===== src/rtl/mfp_srec_ahb_write_buffer.sv =====
// Coalesces parser bytes into word entries, queues them, and drains each as one AHB-Lite word or per-byte writes.
// A pushed entry drives NONSEQ two edges after the push; the parser is never stalled, so a push into a full FIFO drops the byte and sets overflow.

module mfp_srec_ahb_write_buffer_fifo #(
  parameter int WIDTH = 8,
  parameter int DEPTH = 2
) (
  input  logic             clk,
  input  logic             rst,
  input  logic             push,
  input  logic [WIDTH-1:0] push_dat,
  input  logic             pop,
  output logic [WIDTH-1:0] pop_dat,
  output logic             full,
  output logic             empty
);
  localparam int AW = $clog2(DEPTH);

  logic [WIDTH-1:0] mem [DEPTH];
  logic [AW-1:0]    wr_ptr;
  logic [AW-1:0]    rd_ptr;
  logic [AW:0]      count;

  always_ff @(posedge clk) begin
    if (rst) begin
      wr_ptr <= '0;
      rd_ptr <= '0;
      count  <= '0;
    end else begin
      if (push) wr_ptr <= wr_ptr + 1'b1;
      if (pop)  rd_ptr <= rd_ptr + 1'b1;
      if (push && !pop)      count <= count + 1'b1;
      else if (pop && !push) count <= count - 1'b1;
    end
  end

  // Storage is not reset; count alone decides what is valid.
  always_ff @(posedge clk) begin
    if (push) mem[wr_ptr] <= push_dat;
  end

  assign pop_dat = mem[rd_ptr];
  assign full    = (count == (AW+1)'(DEPTH));
  assign empty   = (count == '0);
endmodule

module mfp_srec_ahb_write_buffer #(
  parameter int         FIFO_DEPTH = 8,
  parameter int         IDLE_FLUSH = 64,
  parameter logic [3:0] HPROT_VAL  = 4'b0011
) (
  input  logic        HCLK,
  input  logic        HRESET,
  input  logic        big_endian,
  input  logic [31:0] write_address,
  input  logic [7:0]  write_byte,
  input  logic        write_enable,
  input  logic        flush,
  input  logic        HREADY,
  output logic [31:0] HADDR,
  output logic [2:0]  HBURST,
  output logic        HMASTLOCK,
  output logic [3:0]  HPROT,
  output logic [2:0]  HSIZE,
  output logic [1:0]  HTRANS,
  output logic [31:0] HWDATA,
  output logic        HWRITE,
  output logic        busy,
  output logic        overflow
);
  typedef struct packed {
    logic [29:0] wa;
    logic [31:0] data;
    logic [3:0]  mask;
  } entry_t;

  typedef enum logic [1:0] {IDLE, ADDR, DATA} state_t;

  function automatic logic [1:0] first_lane(input logic [3:0] m);
    if (m[0]) return 2'd0;
    if (m[1]) return 2'd1;
    if (m[2]) return 2'd2;
    return 2'd3;
  endfunction

  entry_t      acc, acc_nxt, acc_b, byte_ent, merged, push_ent, pop_ent;
  logic        flush_pend, flush_pend_nxt, flush_req, timeout;
  logic        byte_push, flush_push, push, pop, drop;
  logic        fifo_full, fifo_empty;
  logic [1:0]  lane;
  logic [31:0] idle_cnt;

  state_t      state;
  logic [29:0] w_wa;
  logic [31:0] w_data;
  logic [3:0]  w_rem;
  logic [1:0]  w_lane;
  logic        w_full, w_be;
  logic [1:0]  pop_lane, rem_lane, pos;
  logic        pop_full;
  logic [7:0]  lane_byte;
  logic [31:0] wdata;

  assign lane          = write_address[1:0];
  assign byte_ent.wa   = write_address[31:2];
  assign byte_ent.data = 32'(write_byte) << {lane, 3'b000};
  assign byte_ent.mask = 4'b0001 << lane;
  assign merged.wa     = acc.wa;
  assign merged.data   = acc.data | byte_ent.data;
  assign merged.mask   = acc.mask | byte_ent.mask;

  assign timeout   = (IDLE_FLUSH != 0) && !write_enable && (idle_cnt >= 32'(IDLE_FLUSH - 1));
  assign flush_req = flush || flush_pend || timeout;

  // The incoming byte is resolved first; a flush only gets the push slot if the byte left it free.
  always_comb begin
    acc_b      = acc;
    byte_push  = 1'b0;
    flush_push = 1'b0;
    push_ent   = acc;
    if (write_enable) begin
      if (acc.mask == 4'h0) begin
        acc_b = byte_ent;
      end else if (acc.wa == byte_ent.wa && !acc.mask[lane]) begin
        if (merged.mask == 4'hF) begin
          byte_push = 1'b1;
          push_ent  = merged;
          acc_b     = '0;
        end else begin
          acc_b = merged;
        end
      end else begin
        byte_push = 1'b1;
        push_ent  = acc;
        acc_b     = byte_ent;
      end
    end
    if (!byte_push && flush_req && acc_b.mask != 4'h0) begin
      flush_push = 1'b1;
      push_ent   = acc_b;
    end
  end

  always_comb begin
    push = (byte_push || flush_push) && (!fifo_full || pop);
    drop = byte_push && fifo_full && !pop;
    if (drop)                acc_nxt = acc;
    else if (flush_push && push) acc_nxt = '0;
    else                     acc_nxt = acc_b;
    flush_pend_nxt = (flush || flush_pend) && (acc_nxt.mask != 4'h0);
  end

  always_ff @(posedge HCLK) begin
    if (HRESET) begin
      acc        <= '0;
      flush_pend <= 1'b0;
      idle_cnt   <= '0;
      overflow   <= 1'b0;
    end else begin
      acc        <= acc_nxt;
      flush_pend <= flush_pend_nxt;
      if (write_enable)                      idle_cnt <= '0;
      else if (idle_cnt < 32'(IDLE_FLUSH))   idle_cnt <= idle_cnt + 1'b1;
      if (drop) overflow <= 1'b1;
    end
  end

  mfp_srec_ahb_write_buffer_fifo #(
    .WIDTH ($bits(entry_t)),
    .DEPTH (FIFO_DEPTH)
  ) u_fifo (
    .clk      (HCLK),
    .rst      (HRESET),
    .push     (push),
    .push_dat (push_ent),
    .pop      (pop),
    .pop_dat  (pop_ent),
    .full     (fifo_full),
    .empty    (fifo_empty)
  );

  assign pop      = (state == IDLE) && !fifo_empty;
  assign pop_full = (pop_ent.mask == 4'hF);
  assign pop_lane = first_lane(pop_ent.mask);
  assign rem_lane = first_lane(w_rem);

  always_comb begin
    lane_byte = 8'(w_data >> {w_lane, 3'b000});
    pos       = w_be ? ~w_lane : w_lane;
    if (w_full) wdata = w_be ? {w_data[7:0], w_data[15:8], w_data[23:16], w_data[31:24]} : w_data;
    else        wdata = 32'(lane_byte) << {pos, 3'b000};
  end

  always_ff @(posedge HCLK) begin
    if (HRESET) begin
      state  <= IDLE;
      HADDR  <= '0;
      HSIZE  <= '0;
      HTRANS <= 2'b00;
      HWRITE <= 1'b0;
      HWDATA <= '0;
      w_wa   <= '0;
      w_data <= '0;
      w_rem  <= '0;
      w_lane <= '0;
      w_full <= 1'b0;
      w_be   <= 1'b0;
    end else begin
      case (state)
        IDLE: if (!fifo_empty) begin
          w_wa   <= pop_ent.wa;
          w_data <= pop_ent.data;
          w_be   <= big_endian;
          w_full <= pop_full;
          w_lane <= pop_lane;
          w_rem  <= pop_full ? 4'h0 : (pop_ent.mask & ~(4'b0001 << pop_lane));
          HADDR  <= {pop_ent.wa, pop_full ? 2'b00 : pop_lane};
          HSIZE  <= pop_full ? 3'b010 : 3'b000;
          HTRANS <= 2'b10;
          HWRITE <= 1'b1;
          state  <= ADDR;
        end
        ADDR: if (HREADY) begin
          HTRANS <= 2'b00;
          HWRITE <= 1'b0;
          HWDATA <= wdata;
          state  <= DATA;
        end
        DATA: if (HREADY) begin
          if (w_rem != 4'h0) begin
            w_lane <= rem_lane;
            w_rem  <= w_rem & ~(4'b0001 << rem_lane);
            HADDR  <= {w_wa, rem_lane};
            HSIZE  <= 3'b000;
            HTRANS <= 2'b10;
            HWRITE <= 1'b1;
            state  <= ADDR;
          end else begin
            state <= IDLE;
          end
        end
        default: state <= IDLE;
      endcase
    end
  end

  assign busy      = (acc.mask != 4'h0) || !fifo_empty || (state != IDLE);
  assign HBURST    = 3'b000;
  assign HMASTLOCK = 1'b0;
  assign HPROT     = HPROT_VAL;
endmodule


===== config.mk =====
export PLATFORM = sky130hd
export DESIGN_NAME = mfp_srec_ahb_write_buffer
export DESIGN_NICKNAME = d
export VERILOG_FILES = /design/src/rtl/mfp_srec_ahb_write_buffer.sv
export SDC_FILE = /design/constraint.sdc
export NUM_CORES = 1
export LEC_CHECK = 0
export ABC_AREA = 1
export BUFFER_PORTS_ARGS = -buffer_cell sky130_fd_sc_hd__buf_2
export CAP_MARGIN = 5
export CORE_MARGIN = 3
export CORE_UTILIZATION = 58
export CTS_CLUSTER_SIZE = 40
export DETAILED_ROUTE_END_ITERATION = 8
export GPL_TIMING_DRIVEN = 0
export HOLD_SLACK_MARGIN = 0.08
export PLACE_DENSITY_LB_ADDON = 0.3
export SLEW_MARGIN = 20
export SYNTH_ARGS = -nofsm -noshare
export SYNTH_HDL_FRONTEND = slang
export SYNTH_SLANG_ARGS = --single-unit
export TNS_END_PERCENT = 30

===== constraint.sdc =====
create_clock -name HCLK -period 10.8 [get_ports HCLK]
set_clock_uncertainty 0.1 [all_clocks]
set_input_delay 0.54 -clock HCLK [delete_from_list [all_inputs] [get_ports HCLK]]
set_output_delay 0.54 -clock HCLK [all_outputs]
set_load 0.01 [all_outputs]

After elaboration in Yosys (flattened, before gate mapping):

Memories as Yosys holds them, arrays and structs flattened. A register that Yosys moved wholly into a read port is not among the register bits.
Index checks and enable logic that the tools add are counted.

* memories: 1
* input port bits: 46
* register bits after elaboration: 252
* memory bits (writable): 528
* word-level logic and storage cells: 181
* output and inout bits: 80

* reduce and logical (&&, ||, !) cells: 42
* shift-type cells: 6
* $add $sub $neg: 5
* multiplexer cells: 85
* order comparisons: 3
* bitwise operators: 8
* eq/ne operators: 10

Memory list
* u_fifo.mem: words 8, width 66, read ports 1, clocked after memory_dff 1, write ports 1, line 19 `logic [WIDTH-1:0] mem [DEPTH];`

Operator list (count)
* 66-bit 2-to-1 mux: 6
* 32-bit 2-to-1 mux: 5
* 36-bit 2-to-1 mux: 4
* 32-bit case mux with 2 select lines: 1
* 8-bit by 5-bit left shift with 32-bit output: 2
* 2-bit 2-to-1 mux: 25
* 32-bit by 1-bit adder with 32-bit output, second input constant: 1
* 32-bit by 6-bit >= comparator with 1-bit output, second input constant: 1
* 32-bit by 7-bit less-than comparator with 1-bit output, second input constant: 1
* 32-bit bitwise OR: 1
* 32-bit by 5-bit >> shifter with 8-bit output: 1
* 30-bit equality test: 1
* 4-bit 2-to-1 mux: 7
* 1-bit 2-to-1 mux: 25
* 4-bit nonzero test: 4
* 3-bit 2-to-1 mux: 5
* 4-bit equality test, second input constant: 3
* 1-bit logical AND: 12
* 2-bit case mux with 3 select lines: 2
* 1-bit by 2-bit left shift with 4-bit output, first input constant: 3
* 4-bit bitwise AND: 2
* 4-bit zero test: 2
* 2-bit inequality test, second input constant: 4
* 4-bit inverter: 2
* 24 further kinds: 39

Longest topological paths before layout:

* depth in word-level cells: 18
* depth in mapped cells: 28

By module:

Synthesis repeated with hierarchy kept, for this count alone.

* cells, all modules: 3695
* area, all modules: 34322.9 µm²

Modules (own cells, without submodules)
* mfp_srec_ahb_write_buffer_fifo: sequential area each 16115.5 µm², cells each 1840, area an instance 21722.1 µm², instances 1
* mfp_srec_ahb_write_buffer: sequential area each 4744.6 µm², cells each 1855, area an instance 12600.8 µm², instances 1

Least setup slack after synthesis:

No wires, ideal clock.

* path kind: input -> register
* start point: in write_address[21]
* end point: mem u_fifo.mem[0][0] in the netlist's numbering, enable pin
* stages on the path: 18
* setup slack: 5.293 ns
* arrival: 4.917 ns
* cell sequence: inv_1 nand2_1 nand2_1 nand2_1 nor2_1 nand2_1 nor2_1 nand3_4 inv_2 nand2_1 nand2_1 inv_2 nor2_4 nand2_1 nand2_1 nand2_2 or2_4 nor2_1

* word-level cells in the longest chain between the ends: 13
* elaborated cells on any way between the ends: 17
* classes of those cells: 1 x eq/ne; 9 x mux; 7 x reduce/logical

Ends and longest elaborated chain
* start, declared: line 55 `input logic [31:0] write_address,`
* 30-bit equality test *: line 124 `end else if (acc.wa == byte_ent.wa && !acc.mask[lane]) begin`
* 1-bit logical AND *: line 124
* 1-bit 2-to-1 mux: line 124
* 1-bit 2-to-1 mux: line 122 `if (acc.mask == 4'h0) begin`
* 1-bit 2-to-1 mux: line 121 `if (write_enable) begin`
* 1-bit zero test: line 138 `if (!byte_push && flush_req && acc_b.mask != 4'h0) begin`
* 1-bit logical AND (2 in series): line 138
* 1-bit 2-to-1 mux: line 138
* 1-bit logical OR *: line 145 `push = (byte_push || flush_push) && (!fifo_full || pop);`
* 1-bit logical AND *: line 145
* 1-bit 2-to-1 mux *: line 39 `if (push) mem[wr_ptr] <= push_dat;`
* 1-bit 2-to-1 mux (implied by the code) *: line 39
* end, declared: line 19

Every way passes the cells marked *; elsewhere a longest branch is shown, timed or not.

Worst setup path in the final report:

* start point: reg acc[48] in the netlist's numbering
* end point: reg u_fifo.count[3]

* word-level cells in the longest chain between the ends: 14
* elaborated cells on any way between the ends: 20
* classes of those cells: 1 x eq/ne; 8 x mux; 11 x reduce/logical

Ends and longest elaborated chain
* start, declared: line 86 `entry_t acc, acc_nxt, acc_b, byte_ent, merged, push_ent, pop_ent;`
* start signal, assigned: line 160 `acc <= acc_nxt;`
* 30-bit equality test *: line 124
* 1-bit logical AND *: line 124
* 1-bit 2-to-1 mux: line 124
* 1-bit 2-to-1 mux: line 122
* 1-bit 2-to-1 mux: line 121
* 1-bit zero test: line 138
* 1-bit logical AND (2 in series): line 138
* 1-bit 2-to-1 mux: line 138
* 1-bit logical OR *: line 145
* 1-bit logical AND *: line 145
* net push: line 88 `logic byte_push, flush_push, push, pop, drop;`
* 1-bit zero test: line 33 `else if (pop && !push) count <= count - 1'b1;`
* 1-bit logical AND: line 33
* 2-bit nonzero test (no source line)
* end signal, assigned: line 32 `if (push && !pop) count <= count + 1'b1;`
* end signal, assigned: line 33
* end, declared: line 22 `logic [AW:0] count;`

Mark *: on every way through the listed nets, which the timed path passes. The rest lies on a longest branch.
A chain may end at the register's enable or synchronous reset.

==> results.toml <==
[synth]
ys_types = 49
synth_largest_area_cell = "edfxtp_1"
yosysSeqAreaShare_pct = 62.9
yosys.area.top_type_share_pct = 47.8
synth_edf_count = 528
yosysMostFrequentCell = "edfxtp_1"
ys_top_cells_by_area = "edfxtp_1, dfxtp_1, o21ai_0"
ys_async_sr_fraction_pct = 0
syn_avg_cell_area_um2 = 10.4
ys_seq_elements = 778
synth_ff_type = "edfxtp_1"
syn_area_mm2 = 0.0331
ys_top_cells_by_count = "edfxtp_1, nor2_1, o21ai_0"
yosysWarnings = 0
synth_cells = 3193

[clocking]
hold_buffers = 0
cts_buffer_depth = 3
cts_resized = 0
postCtsSetupRepairBufs = 0
numCtsBuffers = 78
h-tree-depth = 3
cts_tree = "done"
clock_latency_ns = 0.63
cts.clk_slew.worst_paths_ns = 0.06
cts-root-buf = "clkbuf_16"
numClockSinks = 778

[die]
initial_utilization_pct = 59.3
die-area_mm2 = 0.0600
die_h_um = 245
core_region_area_mm2 = 0.0558
rows = 86
io_pins = 126
dieWidth_um = 245

[placed_design]
hpwl_mm = 68.0
io_buffers = 114
pre_cts_slack_ns = 6.31
placed_cell_area_mm2 = 0.0355
dp.cells = 4091
gp_congestion = 0.946

[power_and_ir_drop]
power_leakage_nw = 14.1
cellPowerDensity_mw_per_mm2 = 244
power_mw = 9.24
ir_drop_mv = 0.141

[timing]
clock.fmax_mhz = 238
timing.final.crit_share_pct = 39.0
finalCriticalPeriod_ns = 4.21
maxSlewHeadroom_pct = 26.2
hold_ws_ns = 0.147
rsz0062_at_grt = "false"
finalHoldViolations = 0
setup_viol = 0
report.final.slew_viol_count = 0
worst_pin_slew_ns = 1.10
fin_ws_ns = 6.59
tns_ns = 0

[min_path]
worstHoldStart = "HREADY"
hold_end = "state[1]$_SDFFE_PP0P_"
min-delay-path-class = "input pin to register"
holdPathStages = 4

[global_route]
grt_max_degree = 22
antenna_found_initial = 1
grt_pass1_wl_mm = 148
grt_usage_pct = 32.0
grt_pass1_vias = 26100
globalRoute.totalOverflow = 0

[final_layout]
utilization_pct = 67.9
antenna_cells = 0
area_growth_syn_to_layout_pct = 14.5
fin_area_mm2 = 0.0379
nFillCells = 3996
nNetsFinal = 3476
drive_above_1_share_pct = 11.0
final_cells = 4233

[routing]
wl_mm = 98.2
ant_nets = 0
routed_via_density = 6.26
drt-initial-drc-count = 3538
first_pass_iters = 7
drc = 0
vias = 26500
avgRoutedWirePerCell_um = 23.2

[worst_setup_path]
worstPathRequired_ns = 11.19
setup.worst_path.start_class = "register"
critPathKind = "register to register"
r2r_end = "u_fifo.count[3]$_SDFFE_PP0P_"
cp-end-kind = "register"
reg2reg_depth = 26
r2r_start = "acc[48]$_SDFFE_PP0N_"
worstPathArrival_ns = 4.60
r2r_slack_ns = 6.59
path_max_fanout = 8

[status]
status = "finished clean"

[job]
maxCapViolations = 0
==> critical path, cell delays in order, from the launching register on <==
cell	delay, ns
dfxtp_1	0.32
xnor2_1	0.17
nand2_1	0.08
nor2_1	0.13
nand2_1	0.10
nor2_1	0.39
nand3_4	0.21
nand2_1	0.10
nand2_1	0.05
nand2_1	0.07
nand2_1	0.11
nor2_1	0.11
nand2_1	0.08
nand2_1	0.10
nand2_1	0.07
nand2_2	0.18
inv_1	0.12
ha_1	0.26
inv_1	0.14
ha_1	0.29
and3_1	0.19
a211oi_1	0.25
nor2_1	0.07
nor2_1	0.10
nand2_1	0.08
o21ai_0	0.15
a21oi_1	0.05
==> power breakdown <==
group	total, mW	switching, mW	internal [mW]
Combinational	2.94	2.14	0.805
Clock	2.66	1.13	1.53
Sequential	3.64	0.151	3.49
Total	9.24	3.42	5.82
==> per-layer routing <==
metal | GRT usage [%] | wire (um) | up-vias | part of all wire, %
li1 | - | - | 11900 | -
met1 | 41.7 | 36700 | 12700 | 37
met2 | 52.3 | 46300 | 1664 | 47
met3 | 7.35 | 11600 | 296 | 12
met4 | 12.6 | 3560 | 0 | 3.6
met5 | 0 | 0 | - | 0
==> sequential cells by signal, indices dropped and copies added (netlist names), named ones only <==
name           count
HADDR             31
HSIZE              1
HWDATA            32
HWRITE             1
acc               66
flush_pend         1
idle_cnt          32
overflow           1
state              2
u_fifo.count       4
u_fifo.mem       528
u_fifo.rd_ptr      3
u_fifo.wr_ptr      3
w_be               1
w_data            32
w_full             1
w_lane             2
w_rem              4
w_wa              30
==> kinds of logic (layout without fill, tap and decap cells) <==
logic type | after synthesis | count (layout) | synth area share, %
other | 2 | 11 | 0.0227
DFF | 778 | 778 | 62.9
buffers and inverters | 479 | 762 | 6.00
and+or+nand+nor | 856 | 856 | 10.4
muxes | 62 | 62 | 1.87
AOI/OAI and AO/OA | 984 | 984 | 17.8
xor gates and xnor gates | 25 | 25 | 0.661
adders and majority gates | 7 | 7 | 0.287
==> placed cells by master, fill, tap and decap left out, types with 20 or more instances in the layout <==
| cell type | netlist | final |
|---|---|---|
| o2111ai_1 | 63 | 63 |
| nand2_1 | 346 | 346 |
| o221ai_1 | 55 | 55 |
| o32ai_1 | 63 | 63 |
| inv_1 | 225 | 225 |
| o21ai_1 | 45 | 46 |
| nor2_1 | 428 | 420 |
| buf_16 | 0 | 22 |
| o21ai_0 | 417 | 416 |
| or2_2 | 33 | 33 |
| o22ai_1 | 45 | 45 |
| clkbuf_1 | 169 | 195 |
| o211ai_1 | 32 | 32 |
| a21oi_1 | 171 | 171 |
| dfxtp_1 | 250 | 250 |
| clkbuf_16 | 0 | 80 |
| a31oi_1 | 70 | 70 |
| buf_4 | 20 | 20 |
| buf_2 | 26 | 140 |
| mux2i_1 | 62 | 62 |
| edfxtp_1 | 528 | 528 |
==> how the worst max path moves through the flow <==
stage	start	to	slack, ns	depth (start not counted)
detailed placement	write_address[14]	u_fifo.mem[5][53]$_DFFE_PP_	6.31	22
CTS	acc[48]$_SDFFE_PP0N_	u_fifo.mem[5][55]$_DFFE_PP_	6.63	21
global route	acc[55]$_SDFFE_PP0N_	u_fifo.count[3]$_SDFFE_PP0P_	6.21	28
finish	acc[48]$_SDFFE_PP0N_	u_fifo.count[3]$_SDFFE_PP0P_	6.59	26
global placement	write_address[14]	u_fifo.mem[4][53]$_DFFE_PP_	2.21	17
floorplan	write_address[21]	u_fifo.mem[0][0]$_DFFE_PP_	5.29	18
==> cell type report <==
class / instances / area [um^2] / share of cell area (%)
repair buffers: 141 / 1280 / 3.36
clock buffers: 112 / 2180 / 5.75
inverters: 236 / 886 / 2.34
flip-flops and latches: 778 / 20900 / 55.0
clock inverters: 30 / 303 / 0.798
plain buffers: 243 / 1100 / 2.91
multi-input cells: 1945 / 10400 / 27.4
well taps: 748 / 936 / 2.47
Power figures use the tool's default switching activity.
